<file path="config.mk">
export PLATFORM = sky130hd
export DESIGN_NAME = nnrv_exec
export DESIGN_NICKNAME = d
export VERILOG_FILES = /design/src/rtl/nnrv_exec.sv
export SDC_FILE = /design/constraint.sdc
export NUM_CORES = 1
export LEC_CHECK = 0
export BUFFER_PORTS_ARGS = -buffer_cell sky130_fd_sc_hd__buf_4
export CORE_ASPECT_RATIO = 2
export CORE_UTILIZATION = 40
export DETAILED_ROUTE_END_ITERATION = 8
export MAX_ROUTING_LAYER = met4
export SLEW_MARGIN = 20
export SYNTH_ARGS = -nofsm -noshare
export SYNTH_HDL_FRONTEND = slang
export SYNTH_SLANG_ARGS = --single-unit
</file>
<file path="constraint.sdc">
create_clock -name i_clk -period 6.1 [get_ports i_clk]
set_input_delay 1.83 -clock i_clk [delete_from_list [all_inputs] [get_ports i_clk]]
set_output_delay 1.83 -clock i_clk [all_outputs]
set_load 0.02 [all_outputs]
</file>
<file path="src/rtl/nnrv_exec.sv">
// nnrv execute stage: ALU, branch/jump resolution and load/store lane generation, all registered
// into the mem-stage bus, plus ID forwarding view and IF redirect with wrong-path squash.
module nnrv_exec #(
    parameter int unsigned XLEN          = 32,
    parameter int unsigned SQUASH_CYCLES = 2
) (
    input  logic            i_clk,
    input  logic            i_rst,
    input  logic            i_id_valid,
    input  logic [2:0]      i_id_kind,
    input  logic [3:0]      i_id_alu_op,
    input  logic [2:0]      i_id_funct3,
    input  logic            i_id_use_imm,
    input  logic [XLEN-1:0] i_id_pc,
    input  logic [XLEN-1:0] i_id_rs1_reg,
    input  logic [XLEN-1:0] i_id_rs2_reg,
    input  logic [XLEN-1:0] i_id_imm,
    input  logic            i_id_rd_en,
    input  logic [4:0]      i_id_rd,
    output logic            o_id_rd_en,
    output logic            o_id_rd_ready,
    output logic [4:0]      o_id_rd,
    output logic [XLEN-1:0] o_id_rd_reg,
    output logic            o_mem_rd_en,
    output logic [4:0]      o_mem_rd,
    output logic [XLEN-1:0] o_mem_rd_reg,
    output logic            o_mem_ram_wr_en,
    output logic            o_mem_ram_rd_en,
    output logic [XLEN-1:0] o_mem_ram_addr,
    output logic [XLEN-1:0] o_mem_ram_data,
    output logic [3:0]      o_mem_ram_mask,
    output logic            o_mem_sign,
    output logic            o_if_jump_en,
    output logic [XLEN-1:0] o_if_jump_addr,
    output logic            o_exc_misalign
);

    localparam int unsigned SqW = (SQUASH_CYCLES < 1) ? 1 : $clog2(SQUASH_CYCLES + 1);

    localparam logic [2:0] KindAlu = 3'd0, KindLoad = 3'd1, KindStore = 3'd2, KindBranch = 3'd3;
    localparam logic [2:0] KindJal = 3'd4, KindJalr = 3'd5, KindLui = 3'd6, KindAuipc = 3'd7;

    localparam logic [3:0] AluAdd = 4'd0, AluSub = 4'd1, AluSll = 4'd2, AluSlt = 4'd3;
    localparam logic [3:0] AluSltu = 4'd4, AluXor = 4'd5, AluSrl = 4'd6, AluSra = 4'd7;
    localparam logic [3:0] AluOr = 4'd8, AluAnd = 4'd9;

    logic [SqW-1:0]  squash_q, squash_d;
    logic            rd_en_q, rd_en_d, rd_ready_q, rd_ready_d;
    logic [4:0]      rd_q, rd_d;
    logic [XLEN-1:0] rd_reg_q, rd_reg_d;
    logic            wr_en_q, wr_en_d, ram_rd_en_q, ram_rd_en_d;
    logic [XLEN-1:0] addr_q, addr_d, data_q, data_d;
    logic [3:0]      mask_q, mask_d;
    logic            sign_q, sign_d, jump_en_q, jump_en_d, misalign_q, misalign_d;
    logic [XLEN-1:0] jump_addr_q, jump_addr_d;

    logic            accept, taken, misaligned;
    logic [XLEN-1:0] op_b, alu_res, ls_addr, st_data;
    logic [4:0]      shamt;
    logic [1:0]      lane, size;
    logic [3:0]      ls_mask;

    always_comb begin
        accept = i_id_valid && (squash_q == '0);
        op_b   = i_id_use_imm ? i_id_imm : i_id_rs2_reg;
        shamt  = op_b[4:0];

        case (i_id_alu_op)
            AluAdd:  alu_res = i_id_rs1_reg + op_b;
            AluSub:  alu_res = i_id_rs1_reg - op_b;
            AluSll:  alu_res = i_id_rs1_reg << shamt;
            AluSlt:  alu_res = {{(XLEN-1){1'b0}}, $signed(i_id_rs1_reg) < $signed(op_b)};
            AluSltu: alu_res = {{(XLEN-1){1'b0}}, i_id_rs1_reg < op_b};
            AluXor:  alu_res = i_id_rs1_reg ^ op_b;
            AluSrl:  alu_res = i_id_rs1_reg >> shamt;
            AluSra:  alu_res = $unsigned($signed(i_id_rs1_reg) >>> shamt);
            AluOr:   alu_res = i_id_rs1_reg | op_b;
            AluAnd:  alu_res = i_id_rs1_reg & op_b;
            default: alu_res = '0;
        endcase

        case (i_id_funct3)
            3'd0:    taken = (i_id_rs1_reg == i_id_rs2_reg);
            3'd1:    taken = (i_id_rs1_reg != i_id_rs2_reg);
            3'd4:    taken = $signed(i_id_rs1_reg) < $signed(i_id_rs2_reg);
            3'd5:    taken = !($signed(i_id_rs1_reg) < $signed(i_id_rs2_reg));
            3'd6:    taken = i_id_rs1_reg < i_id_rs2_reg;
            3'd7:    taken = !(i_id_rs1_reg < i_id_rs2_reg);
            default: taken = 1'b0;
        endcase

        ls_addr    = i_id_rs1_reg + i_id_imm;
        lane       = ls_addr[1:0];
        size       = i_id_funct3[1:0];
        misaligned = ((size == 2'd1) && lane[0]) || (size[1] && (lane != 2'd0));
        case (size)
            2'd0:    ls_mask = 4'b0001 << lane;
            2'd1:    ls_mask = 4'b0011 << lane;
            default: ls_mask = 4'b1111;
        endcase
        st_data = size[1] ? i_id_rs2_reg : (i_id_rs2_reg << {lane, 3'b000});
    end

    always_comb begin
        squash_d    = (squash_q != '0) ? squash_q - SqW'(1) : '0;
        rd_en_d     = 1'b0;
        rd_ready_d  = 1'b1;
        rd_d        = '0;
        rd_reg_d    = '0;
        wr_en_d     = 1'b0;
        ram_rd_en_d = 1'b0;
        addr_d      = '0;
        data_d      = '0;
        mask_d      = '0;
        sign_d      = 1'b0;
        jump_en_d   = 1'b0;
        jump_addr_d = '0;
        misalign_d  = 1'b0;
        if (accept) begin
            case (i_id_kind)
                KindAlu, KindLui, KindAuipc: begin
                    rd_en_d  = i_id_rd_en;
                    rd_d     = i_id_rd;
                    rd_reg_d = (i_id_kind == KindAlu) ? alu_res :
                               (i_id_kind == KindLui) ? i_id_imm : i_id_pc + i_id_imm;
                end
                KindJal, KindJalr: begin
                    rd_en_d     = i_id_rd_en;
                    rd_d        = i_id_rd;
                    rd_reg_d    = i_id_pc + XLEN'(4);
                    jump_en_d   = 1'b1;
                    jump_addr_d = (i_id_kind == KindJal) ? i_id_pc + i_id_imm :
                                  (i_id_rs1_reg + i_id_imm) & ~XLEN'(1);
                    squash_d    = SqW'(SQUASH_CYCLES);
                end
                KindBranch: begin
                    if (taken) begin
                        jump_en_d   = 1'b1;
                        jump_addr_d = i_id_pc + i_id_imm;
                        squash_d    = SqW'(SQUASH_CYCLES);
                    end
                end
                KindLoad, KindStore: begin
                    addr_d = ls_addr;
                    mask_d = ls_mask;
                    if (i_id_kind == KindStore) data_d = st_data;
                    if (misaligned) begin
                        misalign_d = 1'b1;
                    end else if (i_id_kind == KindStore) begin
                        wr_en_d = 1'b1;
                    end else begin
                        ram_rd_en_d = 1'b1;
                        rd_en_d     = i_id_rd_en;
                        rd_d        = i_id_rd;
                        sign_d      = ~i_id_funct3[2];
                        rd_ready_d  = 1'b0;
                    end
                end
                default: ;
            endcase
        end
    end

    always_ff @(posedge i_clk or posedge i_rst) begin
        if (i_rst) begin
            squash_q    <= '0;
            rd_en_q     <= 1'b0;
            rd_ready_q  <= 1'b0;
            rd_q        <= '0;
            rd_reg_q    <= '0;
            wr_en_q     <= 1'b0;
            ram_rd_en_q <= 1'b0;
            addr_q      <= '0;
            data_q      <= '0;
            mask_q      <= '0;
            sign_q      <= 1'b0;
            jump_en_q   <= 1'b0;
            jump_addr_q <= '0;
            misalign_q  <= 1'b0;
        end else begin
            squash_q    <= squash_d;
            rd_en_q     <= rd_en_d;
            rd_ready_q  <= rd_ready_d;
            rd_q        <= rd_d;
            rd_reg_q    <= rd_reg_d;
            wr_en_q     <= wr_en_d;
            ram_rd_en_q <= ram_rd_en_d;
            addr_q      <= addr_d;
            data_q      <= data_d;
            mask_q      <= mask_d;
            sign_q      <= sign_d;
            jump_en_q   <= jump_en_d;
            jump_addr_q <= jump_addr_d;
            misalign_q  <= misalign_d;
        end
    end

    assign o_mem_rd_en     = rd_en_q;
    assign o_mem_rd        = rd_q;
    assign o_mem_rd_reg    = rd_reg_q;
    assign o_id_rd_en      = rd_en_q;
    assign o_id_rd         = rd_q;
    assign o_id_rd_reg     = rd_reg_q;
    assign o_id_rd_ready   = rd_ready_q;
    assign o_mem_ram_wr_en = wr_en_q;
    assign o_mem_ram_rd_en = ram_rd_en_q;
    assign o_mem_ram_addr  = addr_q;
    assign o_mem_ram_data  = data_q;
    assign o_mem_ram_mask  = mask_q;
    assign o_mem_sign      = sign_q;
    assign o_if_jump_en    = jump_en_q;
    assign o_if_jump_addr  = jump_addr_q;
    assign o_exc_misalign  = misalign_q;

endmodule
</file>
==> impl_results.html <==
<table>
<tr><th>Metric</th><th>Value</th></tr>
<tr><th colspan="2">Status</th></tr>
<tr><td>Run status</td><td>finished, final reports clean</td></tr>
<tr><th colspan="2">Drt</th></tr>
<tr><td>Vias per std cell</td><td>~6.6</td></tr>
<tr><td>Initial drt markers</td><td>2278</td></tr>
<tr><td>Drc violations</td><td>0</td></tr>
<tr><td>First-pass DRT Iterations</td><td>6</td></tr>
<tr><td>Vias</td><td>around 24000</td></tr>
<tr><td>Number of nets still failing antenna checks after routing</td><td>0</td></tr>
<tr><td>Average detailed-routed wire length per instance</td><td>32.2 um</td></tr>
<tr><td>Routed Wire Length</td><td>115 mm</td></tr>
<tr><th colspan="2">Clocking</th></tr>
<tr><td>Clock Sink Count</td><td>146</td></tr>
<tr><td>Post-CTS setup-driven buffer insertion count</td><td>0</td></tr>
<tr><td>Clock tree root driver cell</td><td>clkbuf_16</td></tr>
<tr><td>Clock network latency to the later pin of the worst-skew pair</td><td>0.52 ns</td></tr>
<tr><td>Maximum number of buffers from clock root to sink</td><td>3</td></tr>
<tr><td>Number of levels in the clock H-tree</td><td>4</td></tr>
<tr><td>Hold bufs inserted after CTS</td><td>0</td></tr>
<tr><td>Total of cells resized after clock tree synthesis</td><td>0</td></tr>
<tr><td>Number of buffers inserted during clock tree synthesis</td><td>25</td></tr>
<tr><td>Clock slew at the register clock pins of the worst setup and hold paths</td><td>0.06 ns</td></tr>
<tr><td>TritonCTS clock tree</td><td>done</td></tr>
<tr><th colspan="2">Floorplanning</th></tr>
<tr><td>Initial Utilization</td><td>40.5%</td></tr>
<tr><td>Height of the die</td><td>317 um</td></tr>
<tr><td>Number of placed I/O pins</td><td>330</td></tr>
<tr><td>Floorplan die area</td><td>50600 um2</td></tr>
<tr><td>Core region area</td><td>49100 um2</td></tr>
<tr><td>Chip Width</td><td>160 um</td></tr>
<tr><td>Row cnt</td><td>115</td></tr>
<tr><th colspan="2">Placement</th></tr>
<tr><td>Number of buffers added on ports</td><td>329</td></tr>
<tr><td>Final weighted congestion in routability-driven placement</td><td>1.09</td></tr>
<tr><td>Inst Count DP</td><td>3543</td></tr>
<tr><td>Final HPWL from detailed placement</td><td>92.8 mm</td></tr>
<tr><td>Pre-CTS worst setup slack</td><td>-0.0444 ns</td></tr>
<tr><th colspan="2">Synthesis</th></tr>
<tr><td>Share of synthesized registers carrying an async set or reset</td><td>100%</td></tr>
<tr><td>Number of enable-type register cells in the synthesized netlist</td><td>0</td></tr>
<tr><td>Dominant cells by area after synthesis</td><td>dfrtp_1, ha_1, a21oi_1</td></tr>
<tr><td>Post-synthesis sequential element count</td><td>between 100 and 150</td></tr>
<tr><td>Post-synth design cell area</td><td>roughly 20000 um2</td></tr>
<tr><td>Nets in the synthesized netlist</td><td>3000</td></tr>
<tr><td>Post-synth top flop</td><td>dfrtp_1</td></tr>
<tr><td>Leading area contributor after synthesis</td><td>dfrtp_1</td></tr>
<tr><td>Post-Synthesis Mean Instance Area</td><td>7.48 um2</td></tr>
<tr><td>Yosys top cell area share</td><td>18.4%</td></tr>
<tr><td>Gate Count Post-Synth</td><td>2653</td></tr>
<tr><td>Synth warnings</td><td>0</td></tr>
<tr><td>Number of library cell types mapped by synthesis</td><td>87</td></tr>
<tr><td>Share of the yosys chip area belonging to registers</td><td>around 18%</td></tr>
<tr><th colspan="2">Final layout</th></tr>
<tr><td>Proportion of layout cells with a drive suffix above 1</td><td>between 10% and 20%</td></tr>
<tr><td>Most common library cell in the layout ignoring fill and taps</td><td>buf_4</td></tr>
<tr><td>Final Net Count</td><td>3274</td></tr>
<tr><td>Final core utilization</td><td>48.6%</td></tr>
<tr><td>Number of flip-flops under the largest register name</td><td>37</td></tr>
<tr><td>Most frequent cells in the layout</td><td>buf_4, nor2_1, a21oi_1</td></tr>
<tr><td>Post-route insts no fill</td><td>3580</td></tr>
<tr><td>P&amp;R area growth vs syn</td><td>20.1%</td></tr>
<tr><th colspan="2">STA</th></tr>
<tr><td>Measured slew at the worst slew-check pin</td><td>1.20 ns</td></tr>
<tr><td>Summed negative setup slack over all endpoints</td><td>0 ns</td></tr>
<tr><td>Time the final worst path needs with I/O delays and setup</td><td>5.76 ns</td></tr>
<tr><td>Max Clock Skew</td><td>approximately 0.018 ns</td></tr>
<tr><td>Final max-slew violation count</td><td>0</td></tr>
<tr><td>Final WS setup</td><td>0.345 ns</td></tr>
<tr><td>RSZ-0062 raised after global routing</td><td>no</td></tr>
<tr><td>Final Hold Vio Count</td><td>0</td></tr>
<tr><td>Max Clk Rate</td><td>0.174 GHz</td></tr>
<tr><td>Final period util</td><td>between 90 and 100%</td></tr>
<tr><td>Final Setup Violations</td><td>0</td></tr>
<tr><td>Slew margin rel.</td><td>19.8%</td></tr>
<tr><th colspan="2">Global routing</th></tr>
<tr><td>Overall Global Routing Usage</td><td>46.4%</td></tr>
<tr><td>Met3 track demand over resource in global routing</td><td>9.78%</td></tr>
<tr><td>Vias in the first global route</td><td>23454</td></tr>
<tr><td>Global-route met2 utilization</td><td>76.5%</td></tr>
<tr><td>Most used routing layer in global routing</td><td>met2</td></tr>
<tr><td>GR met1 Demand/Resource</td><td>43.6%</td></tr>
<tr><td>Congestion Overflow GR</td><td>0</td></tr>
<tr><td>Initial antenna violation count</td><td>6</td></tr>
<tr><td>Largest net degree at the start of global routing</td><td>70</td></tr>
<tr><td>Wire length of the first global-routing pass</td><td>approximately 160 mm</td></tr>
<tr><th colspan="2">Pwr</th></tr>
<tr><td>Peak VDD IR</td><td>~170 uV</td></tr>
<tr><td>LEAKAGE</td><td>11.3 nW</td></tr>
<tr><td>Power density normalized to cell area</td><td>~200 nW/um2</td></tr>
<tr><th colspan="2">Setup path</th></tr>
<tr><td>CP max stage delay</td><td>0.67 ns</td></tr>
<tr><td>WP data arrival</td><td>6.16 ns</td></tr>
<tr><td>Setup slack of the worst register-to-register path</td><td>3.45 ns</td></tr>
<tr><td>Maximum fanout count along the critical path</td><td>65</td></tr>
<tr><td>Startpoint types</td><td>primary input</td></tr>
<tr><td>Kind of end point of the critical path</td><td>flop</td></tr>
<tr><td>Cell-by-cell trace of the critical path</td><td>buf_4, buf_12, mux2i_4, inv_2, buf_4, mux4_2, mux2i_1, mux2i_1, a311o_1, a211o_1, nor3b_1, o22a_1</td></tr>
<tr><td>Setup Crit Path Kind</td><td>primary input to flop</td></tr>
<tr><td>Critical Path RT</td><td>6.51 ns</td></tr>
<tr><td>Slowest stage cell on the critical path</td><td>mux2i_1</td></tr>
<tr><th colspan="2">Job</th></tr>
<tr><td>Max-capacitance violation count</td><td>0</td></tr>
<tr><th colspan="2">Worst hold path</th></tr>
<tr><td>Type of the worst min-delay path</td><td>flop to flop</td></tr>
</table>
area by class of cell:
type / count / area, um2
inverters: 151 / 577
clock inverters: 3 / 45.0
repair buffers: 444 / 3380
clock buffers: 28 / 647
fillers: 4943 / 25200
diodes: 6 / 15.0
flip-flops and latches: 146 / 3650
multi-input cells: 2159 / 14700
well taps: 643 / 805
final timing paths:
path / start / end / cells after the start
worst min-delay path: squash_q[0]$_DFF_PP0_ / squash_q[0]$_DFF_PP0_ / 1
worst max register to register: squash_q[0]$_DFF_PP0_ / o_if_jump_addr[25]$_DFF_PP0_ / 6
max in group asynchronous: i_rst / o_id_rd_reg[17]$_DFF_PP0_ / 3
min in group asynchronous: i_rst / o_if_jump_addr[26]$_DFF_PP0_ / 2
worst max-delay path: i_id_use_imm / o_id_rd_reg[31]$_DFF_PP0_ / 12
worst min register to register: squash_q[0]$_DFF_PP0_ / squash_q[0]$_DFF_PP0_ / 1
where the power goes:
group / internal, mW / leakage, nW / switching [mW]
clock network: 0.782 / 0.332 / 0.451
logic: 0.817 / 8.98 / 1.58
registers: 1.02 / 2.00 / 0.0278
total: 2.61 / 11.3 / 2.06
synth_stat cells (30+ instances only):
| cell | n |
|---|---|
| o21ai_0 | 157 |
| ha_1 | 195 |
| mux2i_1 | 96 |
| o211ai_1 | 32 |
| a31oi_1 | 36 |
| nand2_1 | 262 |
| o21a_1 | 39 |
| xnor2_1 | 60 |
| nand3_1 | 57 |
| o22ai_1 | 30 |
| nor2_1 | 300 |
| buf_4 | 43 |
| dfrtp_1 | 146 |
| buf_2 | 36 |
| a211oi_1 | 54 |
| nor3_1 | 53 |
| clkbuf_1 | 99 |
| xor2_1 | 38 |
| inv_1 | 145 |
| a21oi_1 | 263 |
| a21o_1 | 53 |
critical path, delay by kind of cell:
family / cells / cell delay, ns
compound gates: 3 / 1.07
simple gates: 1 / 0.14
buf+inv: 4 / 0.98
mux: 4 / 2.06
per-layer routing:
metal	part of all wire (%)	routed length (um)	up-vias
met1	32	36500	11254
li1	-	-	10204
met2	48	54800	1544
met3	7.9	9110	634
met5	0	0	-
met4	13	14800	0
stage by stage:
stage / area, um2 / hold slack, ns / total power, mW
6_report: 23800 / 0.473 / 4.68
5_1_grt: 23800 / 0.465 / 4.84
4_1_cts: 23800 / 0.460 / 4.59
3_5_place_dp: 23100 / 0.448 / 3.35
3_3_place_gp: 23100 / 0.440 / 3.34
2_1_floorplan: 19900 / 0.426 / 2.42
cells by family (layout without fill, tap and decap cells):
family | after synthesis | after routing | synth area share, %
compound gates | 903 | 903 | 29.7
simple gates | 826 | 826 | 18.4
buf+inv | 348 | 626 | 7.72
fa+ha+maj | 199 | 199 | 12.7
flops | 146 | 146 | 18.4
mux | 133 | 133 | 8.78
xor+xnor | 98 | 98 | 4.32
other cells | 0 | 6 | 0
Power figures use the tool's default switching activity.
